[src/rtl/clk_mon_pkg.sv]
// rtl/clk_mon_pkg.sv - shared types and helpers for the clock monitor blocks
package clk_mon_pkg;

  localparam int CNT_W_DEF = 8;

  typedef enum logic [1:0] {
    IDLE,
    WAIT_RISE,
    HIGH,
    LOW
  } meas_state_e;

  function automatic logic [31:0] sat_add(input logic [31:0] a,
                                          input logic [31:0] b,
                                          input logic [31:0] max);
    logic [32:0] sum;
    sum = {1'b0, a} + {1'b0, b};
    return (sum > {1'b0, max}) ? max : sum[31:0];
  endfunction

endpackage

[src/rtl/clk_ratio_phase_cnt.sv]
// rtl/clk_ratio_phase_cnt.sv - saturating phase counter with clear, load-to-one and max flag
module clk_ratio_phase_cnt
  import clk_mon_pkg::*;
#(
  parameter int W = CNT_W_DEF
) (
  input  logic         i_ref_clk,
  input  logic         i_rst,
  input  logic         clr,
  input  logic         load,
  input  logic         inc,
  output logic [W-1:0] cnt,
  output logic         at_max
);

  localparam logic [W-1:0] MAX = '1;

  always_ff @(posedge i_ref_clk) begin
    if (i_rst || clr) begin
      cnt <= '0;
    end else if (load) begin
      cnt <= W'(1);
    end else if (inc) begin
      cnt <= W'(sat_add(32'(cnt), 32'd1, 32'(MAX)));
    end
  end

  assign at_max = (cnt == MAX);

endmodule

[src/rtl/clk_ratio_meter.sv]
// rtl/clk_ratio_meter.sv - period/high/low meter with lock detect; CLK_RATIO_DUTY_EN adds duty check
module clk_ratio_meter
  import clk_mon_pkg::*;
#(
  parameter int CNT_W    = CNT_W_DEF,
  parameter int LOCK_CNT = 2
) (
  input  logic             i_ref_clk,
  input  logic             i_rst,
  input  logic             i_meas_en,
  input  logic             i_sig,
  output logic [CNT_W-1:0] o_ratio,
  output logic [CNT_W-1:0] o_high_cnt,
  output logic [CNT_W-1:0] o_low_cnt,
  output logic             o_odd,
  output logic             o_valid,
  output logic             o_locked,
  output logic             o_err,
  output logic             o_duty_err
);

  localparam logic [CNT_W-1:0] CNT_MAX  = '1;
  localparam logic [2:0]       LOCK_MAX = 3'(LOCK_CNT);

  meas_state_e      state, nxt_state;
  logic             sig_d, rise, fall;
  logic [CNT_W-1:0] hcnt, lcnt, unused_tcnt, sum, prev_ratio;
  logic             h_max, l_max, t_max;
  logic             h_clr, h_ld, h_inc, l_clr, l_ld, l_inc, t_clr, t_inc;
  logic             period_done, ovf_err, have_prev;
  logic [2:0]       lock_cnt;

  assign rise = i_sig & ~sig_d;
  assign fall = ~i_sig & sig_d;
  assign sum  = CNT_W'(sat_add(32'(hcnt), 32'(lcnt), 32'(CNT_MAX)));

  clk_ratio_phase_cnt #(.W(CNT_W)) u_hcnt (
    .i_ref_clk(i_ref_clk), .i_rst(i_rst), .clr(h_clr), .load(h_ld), .inc(h_inc),
    .cnt(hcnt), .at_max(h_max));
  clk_ratio_phase_cnt #(.W(CNT_W)) u_lcnt (
    .i_ref_clk(i_ref_clk), .i_rst(i_rst), .clr(l_clr), .load(l_ld), .inc(l_inc),
    .cnt(lcnt), .at_max(l_max));
  clk_ratio_phase_cnt #(.W(CNT_W)) u_tcnt (
    .i_ref_clk(i_ref_clk), .i_rst(i_rst), .clr(t_clr), .load(1'b0), .inc(t_inc),
    .cnt(unused_tcnt), .at_max(t_max));

  always_ff @(posedge i_ref_clk) begin
    if (i_rst) begin
      state <= IDLE;
      sig_d <= 1'b0;
    end else begin
      state <= nxt_state;
      sig_d <= i_sig;
    end
  end

  always_comb begin
    nxt_state   = state;
    h_clr = 1'b0; h_ld = 1'b0; h_inc = 1'b0;
    l_clr = 1'b0; l_ld = 1'b0; l_inc = 1'b0;
    t_clr = 1'b0; t_inc = 1'b0;
    period_done = 1'b0;
    ovf_err     = 1'b0;
    if (!i_meas_en) begin
      nxt_state = IDLE;
      h_clr = 1'b1; l_clr = 1'b1; t_clr = 1'b1;
    end else begin
      unique case (state)
        IDLE: begin
          nxt_state = WAIT_RISE;
          h_clr = 1'b1; l_clr = 1'b1; t_clr = 1'b1;
        end
        WAIT_RISE: begin
          if (rise) begin
            nxt_state = HIGH;
            h_ld = 1'b1; l_clr = 1'b1; t_clr = 1'b1;
          end else if (t_max) begin
            ovf_err = 1'b1;
            t_clr   = 1'b1;
          end else begin
            t_inc = 1'b1;
          end
        end
        HIGH: begin
          if (h_max) begin
            ovf_err   = 1'b1;
            nxt_state = WAIT_RISE;
            h_clr = 1'b1; l_clr = 1'b1; t_clr = 1'b1;
          end else if (fall) begin
            nxt_state = LOW;
            l_ld = 1'b1;
          end else begin
            h_inc = 1'b1;
          end
        end
        LOW: begin
          if (l_max) begin
            ovf_err   = 1'b1;
            nxt_state = WAIT_RISE;
            h_clr = 1'b1; l_clr = 1'b1; t_clr = 1'b1;
          end else if (rise) begin
            // the rising edge that closes this period also opens the next one
            period_done = 1'b1;
            nxt_state   = HIGH;
            h_ld = 1'b1; l_clr = 1'b1;
          end else begin
            l_inc = 1'b1;
          end
        end
        default: nxt_state = IDLE;
      endcase
    end
  end

  always_ff @(posedge i_ref_clk) begin
    if (i_rst) begin
      o_ratio    <= '0;
      o_high_cnt <= '0;
      o_low_cnt  <= '0;
      o_valid    <= 1'b0;
      o_locked   <= 1'b0;
      o_err      <= 1'b0;
      lock_cnt   <= '0;
      prev_ratio <= '0;
      have_prev  <= 1'b0;
    end else begin
      o_valid <= period_done;
      if (!i_meas_en) begin
        lock_cnt  <= '0;
        o_locked  <= 1'b0;
        o_err     <= 1'b0;
        have_prev <= 1'b0;
      end else if (ovf_err) begin
        o_err     <= 1'b1;
        o_locked  <= 1'b0;
        lock_cnt  <= '0;
        have_prev <= 1'b0;
      end else if (period_done) begin
        o_ratio    <= sum;
        o_high_cnt <= hcnt;
        o_low_cnt  <= lcnt;
        prev_ratio <= sum;
        have_prev  <= 1'b1;
        if (have_prev) begin
          if (sum == prev_ratio) begin
            if (lock_cnt != LOCK_MAX) lock_cnt <= lock_cnt + 3'd1;
            if (lock_cnt >= LOCK_MAX - 3'd1) o_locked <= 1'b1;
          end else begin
            lock_cnt <= '0;
            o_locked <= 1'b0;
          end
        end
      end
    end
  end

  assign o_odd = o_ratio[0];

`ifdef CLK_RATIO_DUTY_EN
  localparam logic [CNT_W:0] ONE = (CNT_W+1)'(1);
  logic duty_bad;
  assign duty_bad = ({1'b0, hcnt} > {1'b0, lcnt} + ONE) ||
                    ({1'b0, lcnt} > {1'b0, hcnt} + ONE);

  always_ff @(posedge i_ref_clk) begin
    if (i_rst || !i_meas_en) begin
      o_duty_err <= 1'b0;
    end else if (period_done) begin
      o_duty_err <= duty_bad;
    end
  end
`else
  assign o_duty_err = 1'b0;
`endif

endmodule

[config.mk]
export PLATFORM = sky130hd
export DESIGN_NAME = clk_ratio_meter
export DESIGN_NICKNAME = d
export VERILOG_FILES = /design/src/rtl/clk_mon_pkg.sv /design/src/rtl/clk_ratio_phase_cnt.sv /design/src/rtl/clk_ratio_meter.sv
export SDC_FILE = /design/constraint.sdc
export NUM_CORES = 1
export LEC_CHECK = 0
export BUFFER_PORTS_ARGS = -buffer_cell sky130_fd_sc_hd__buf_2
export CORE_ASPECT_RATIO = 0.5
export CORE_MARGIN = 1
export CORE_UTILIZATION = 45
export DETAILED_ROUTE_END_ITERATION = 7
export SYNTH_ARGS = -nofsm -noshare
export SYNTH_HDL_FRONTEND = slang
export SYNTH_SLANG_ARGS = --single-unit
[constraint.sdc]
create_clock -name i_ref_clk -period 4.5 [get_ports i_ref_clk]
set_input_delay 0.9 -clock i_ref_clk [delete_from_list [all_inputs] [get_ports i_ref_clk]]
set_output_delay 0.9 -clock i_ref_clk [all_outputs]
set_load 0.01 [all_outputs]
==> summary.txt <==
Route
  – Vias after detailed routing: around 2900
  – Vias/cell: 5.614
  – Met1 wire length: 3598 microns
  – Starting DRC count in detailed routing: 127
  – Post-Route WL: 7381 microns
  – DR WL met3: 420 microns
  – Wire length on met2: 3204 microns
  – Highest routed layer: met4
  – WL per Instance: around 14 microns
  – DRT Pass-1 Iters: 5
  – ANT nets after route: 0
  – Remaining DRCs: 0

Yosys
  – Leading cell types by total area after synthesis: dfxtp_1 (37%), ha_1 (6.7%), nand2_1 (6.5%), nor2_1 (6.1%), a21oi_1 (4.4%)
  – Avg Cell Area, Syn: 8.098 sq um
  – Top FF cell, synth: dfxtp_1
  – Most area-hungry cell type in the Yosys netlist: dfxtp_1
  – Cell Area, Synth: ~3200 sq um
  – Net count after synthesis: 414
  – Seq cells post-synth: 58
  – Yosys cell types: 57
  – FFs w/ async S/R, synth: 0%
  – Share of the yosys chip area belonging to registers: roughly 37%
  – Synth Warn #: 0
  – Syn Inst Count: 392
  – Share of the synthesized area in the top cell type: a little over a third
  – Post-synth EDFFs: 0

STA
  – Sum of negative setup slack: 0 ns
  – Min Tclk post-route: 3.118 ns
  – Tightest Pin Transition: 0.6941 ns
  – RSZ-0062 raised after global routing: false
  – Minimum hold slack: 0.4490 ns
  – Clk_skew: 0.004448 ns
  – Rel. slew slack: 53.37%
  – Max frequency: 320.7 MHz
  – Final period util: between 60% and 70%
  – Setup violators final: 0
  – Final hold violation count: 0
  – Slew Limit Fails: 0

Worst setup path
  – Worst setup path class: flop to flop
  – Critical Path Source Type: flop
  – Reg2reg end: lock_cnt[0]
  – Critical Path RT: approximately 4.7 ns
  – CP endpoint: lock_cnt[0]
  – CP endpoint kind: flop
  – Crit path DAT: ~3.3 ns
  – CP cell instances: ha_1, fa_1, nand3_1, a21oi_1, a211oi_1, o2111ai_1, nand3_1, o311ai_1, a2111oi_0
  – CP startpoint: u_hcnt.cnt[0]
  – Top fanout value on the critical path: 8
  – Worst path most repeated cell: nand3_1
  – Start of the worst register-to-register path: u_hcnt.cnt[0]
  – Slowest Stage Delay on Critical Path: 0.57 ns
  – Worst reg2reg setup slack: about 1.4 ns
  – CP max-delay cell: a211oi_1
  – Depth of the worst register-to-register path: 9

Clocking
  – CTS tree: yes
  – CTS root buf: clkbuf_16
  – Setup Fix Bufs, Post-CTS: 0
  – Number of CTS-inserted buffers: 9
  – Hold Buf Count CTS: 0
  – Clk_lat worst skew: 0.33 ns
  – H-tree depth: 3
  – CTS clock-pin slew for the worst setup and hold paths: 0.05 ns
  – TritonCTS Sinks: just under 60
  – Gates resized, CTS repair: 0
  – CTS Buffer Depth: 2

Hold path
  – Worst hold path type: flop to flop

Placed design
  – HPWL after DPL: around 5300 microns
  – Port bufs: 31
  – Dpl cells: 502
  – Final Wtd Congestion: 0.9106
  – Placed cell area: about 3400 sq um

Pwr
  – Pwr/cell area: 335.8 nW/um^2
  – Peak VDD IR: 0.1741 mV
  – Leakage: 1.429 nW

Final layout
  – Final Cell Area: 3701 sq um
  – Fin cells: 518
  – Area grow syn2layout: 16.59%
  – Layout cells sized above 1: ~14%
  – Finished Core Util: 54.81%
  – # diodes: 0
  – Nets@finish: 443

GRT
  – Gr usage total: 21.56%
  – Vias in the first global route: between 2000 and 3000
  – Pin count of the biggest net entering global routing: 29
  – Total gr overflow: 0
  – Initial antenna violation count: 0
  – First-pass GRT wire length: 11900 microns

Outcome
  – Status: complete, no violations

Die
  – Die area: 7414 sq um
  – Initial Utilization: a little under half
  – Core Box Area: 6753 sq um
  – Cell row count: 21
  – Die Wd: 120.8 microns
  – Die height: 61.39 microns
  – Top Ports: 33

Run
  – Max cap viols: 0
[placed cells by master, fill, tap and decap left out, types with 3 or more instances in the layout]
cell,instances
a2111oi_0,3
a211o_1,4
a211oi_1,7
a21oi_1,28
a31oi_1,5
and2_1,4
and3_1,4
buf_2,31
clkbuf_16,9
clkbuf_8,3
dfxtp_1,58
ha_1,17
inv_1,11
nand2_1,55
nand2b_1,9
nand3_1,14
nand4_1,9
nor2_1,52
nor2b_1,5
nor3_1,11
o21ai_0,9
o21bai_1,3
or2_2,4
or3_1,6
xnor2_1,9
xor2_1,13
[report_power, final]
group	switching [mW]	internal [mW]	total (mW)	leakage (nW)
Sequential	0.00200	0.516	0.518	0.467
Combinational	0.0162	0.00670	0.0229	0.803
Clock	0.230	0.472	0.702	0.159
Total	0.249	0.994	1.24	1.43
[worst max-delay path: cells and delay by family, from the launching register on]
| family | cells | cell delay [ns] |
|---|---|---|
| flip-flops | 1 | 0.39 |
| adder cells (fa/ha/maj) | 2 | 0.75 |
| AND/OR/NAND/NOR | 2 | 0.27 |
| AO/OA/AOI/OAI | 5 | 1.56 |
[registers in the layout (all words and copies together), names as in the netlist]
register	count
have_prev	1
lock_cnt	3
o_err	1
o_high_cnt	8
o_locked	1
o_low_cnt	8
o_valid	1
prev_ratio	8
sig_d	1
state	2
u_hcnt.cnt	8
u_lcnt.cnt	8
u_tcnt.cnt	8
[kinds of logic (layout without fill, tap and decap cells)]
family                     after synthesis  in the layout  synth area share, %
other                                    1              1               0.1181
AOI/OAI and AO/OA                       80             80                17.38
xor gates and xnor gates                22             22                6.070
buffers and inverters                   25             59                3.390
DFF                                     58             58                36.58
and+or+nand+nor                        186            186                28.46
adders and majority gates               18             18                7.331
muxes                                    2              2               0.6701
[final cells by class]
type	instances	area, sq um
inverter	11	41.29
fill	637	3052
tap	92	115.1
clock buffer	12	266.5
clock inverter	4	48.80
timing repair buffer	32	162.7
sequential	58	1161
multi-input combinational	309	1906
[Yosys cell counts, drive strengths merged (5+ instances only)]
cell type,number
a211oi,7
a21oi,29
a31oi,5
and3,5
buf,5
clkbuf,9
dfxtp,58
ha,17
inv,11
nand2,55
nand2b,9
nand3,14
nand4,9
nor2,52
nor2b,5
nor3,11
o21ai,9
or3,6
xnor2,9
xor2,13
[how the worst min path moves through the flow]
stage | start | to | slack (ns) | cells after the start
floorplan | have_prev | have_prev | 0.43 | 2
global placement | o_high_cnt[3] | o_high_cnt[3] | 0.44 | 2
detailed placement | o_high_cnt[3] | o_high_cnt[3] | 0.44 | 2
CTS | o_high_cnt[3] | o_high_cnt[3] | 0.45 | 2
global route | o_low_cnt[5] | o_low_cnt[5] | 0.48 | 2
finish | o_high_cnt[3] | o_high_cnt[3] | 0.45 | 2
[metrics by stage]
| stage | worst slack [ns] | total power, mW |
|---|---|---|
| final | 1.382 | 1.243 |
| after global routing | 1.177 | 1.280 |
| after detailed placement | 1.469 | 0.5509 |
| after floorplan | 1.924 | 0.5448 |
| after CTS | 1.442 | 1.258 |
| after global placement | 1.584 | 0.5508 |
[per-layer routing]
metal  global-route usage, %  up-vias
li1                        -     1440
met1                   26.65     1368
met5                       0        -
met3                   6.944       19
met2                   35.14       81
met4                   10.41        0
No activity file was read; power rests on OpenSTA's default activity.
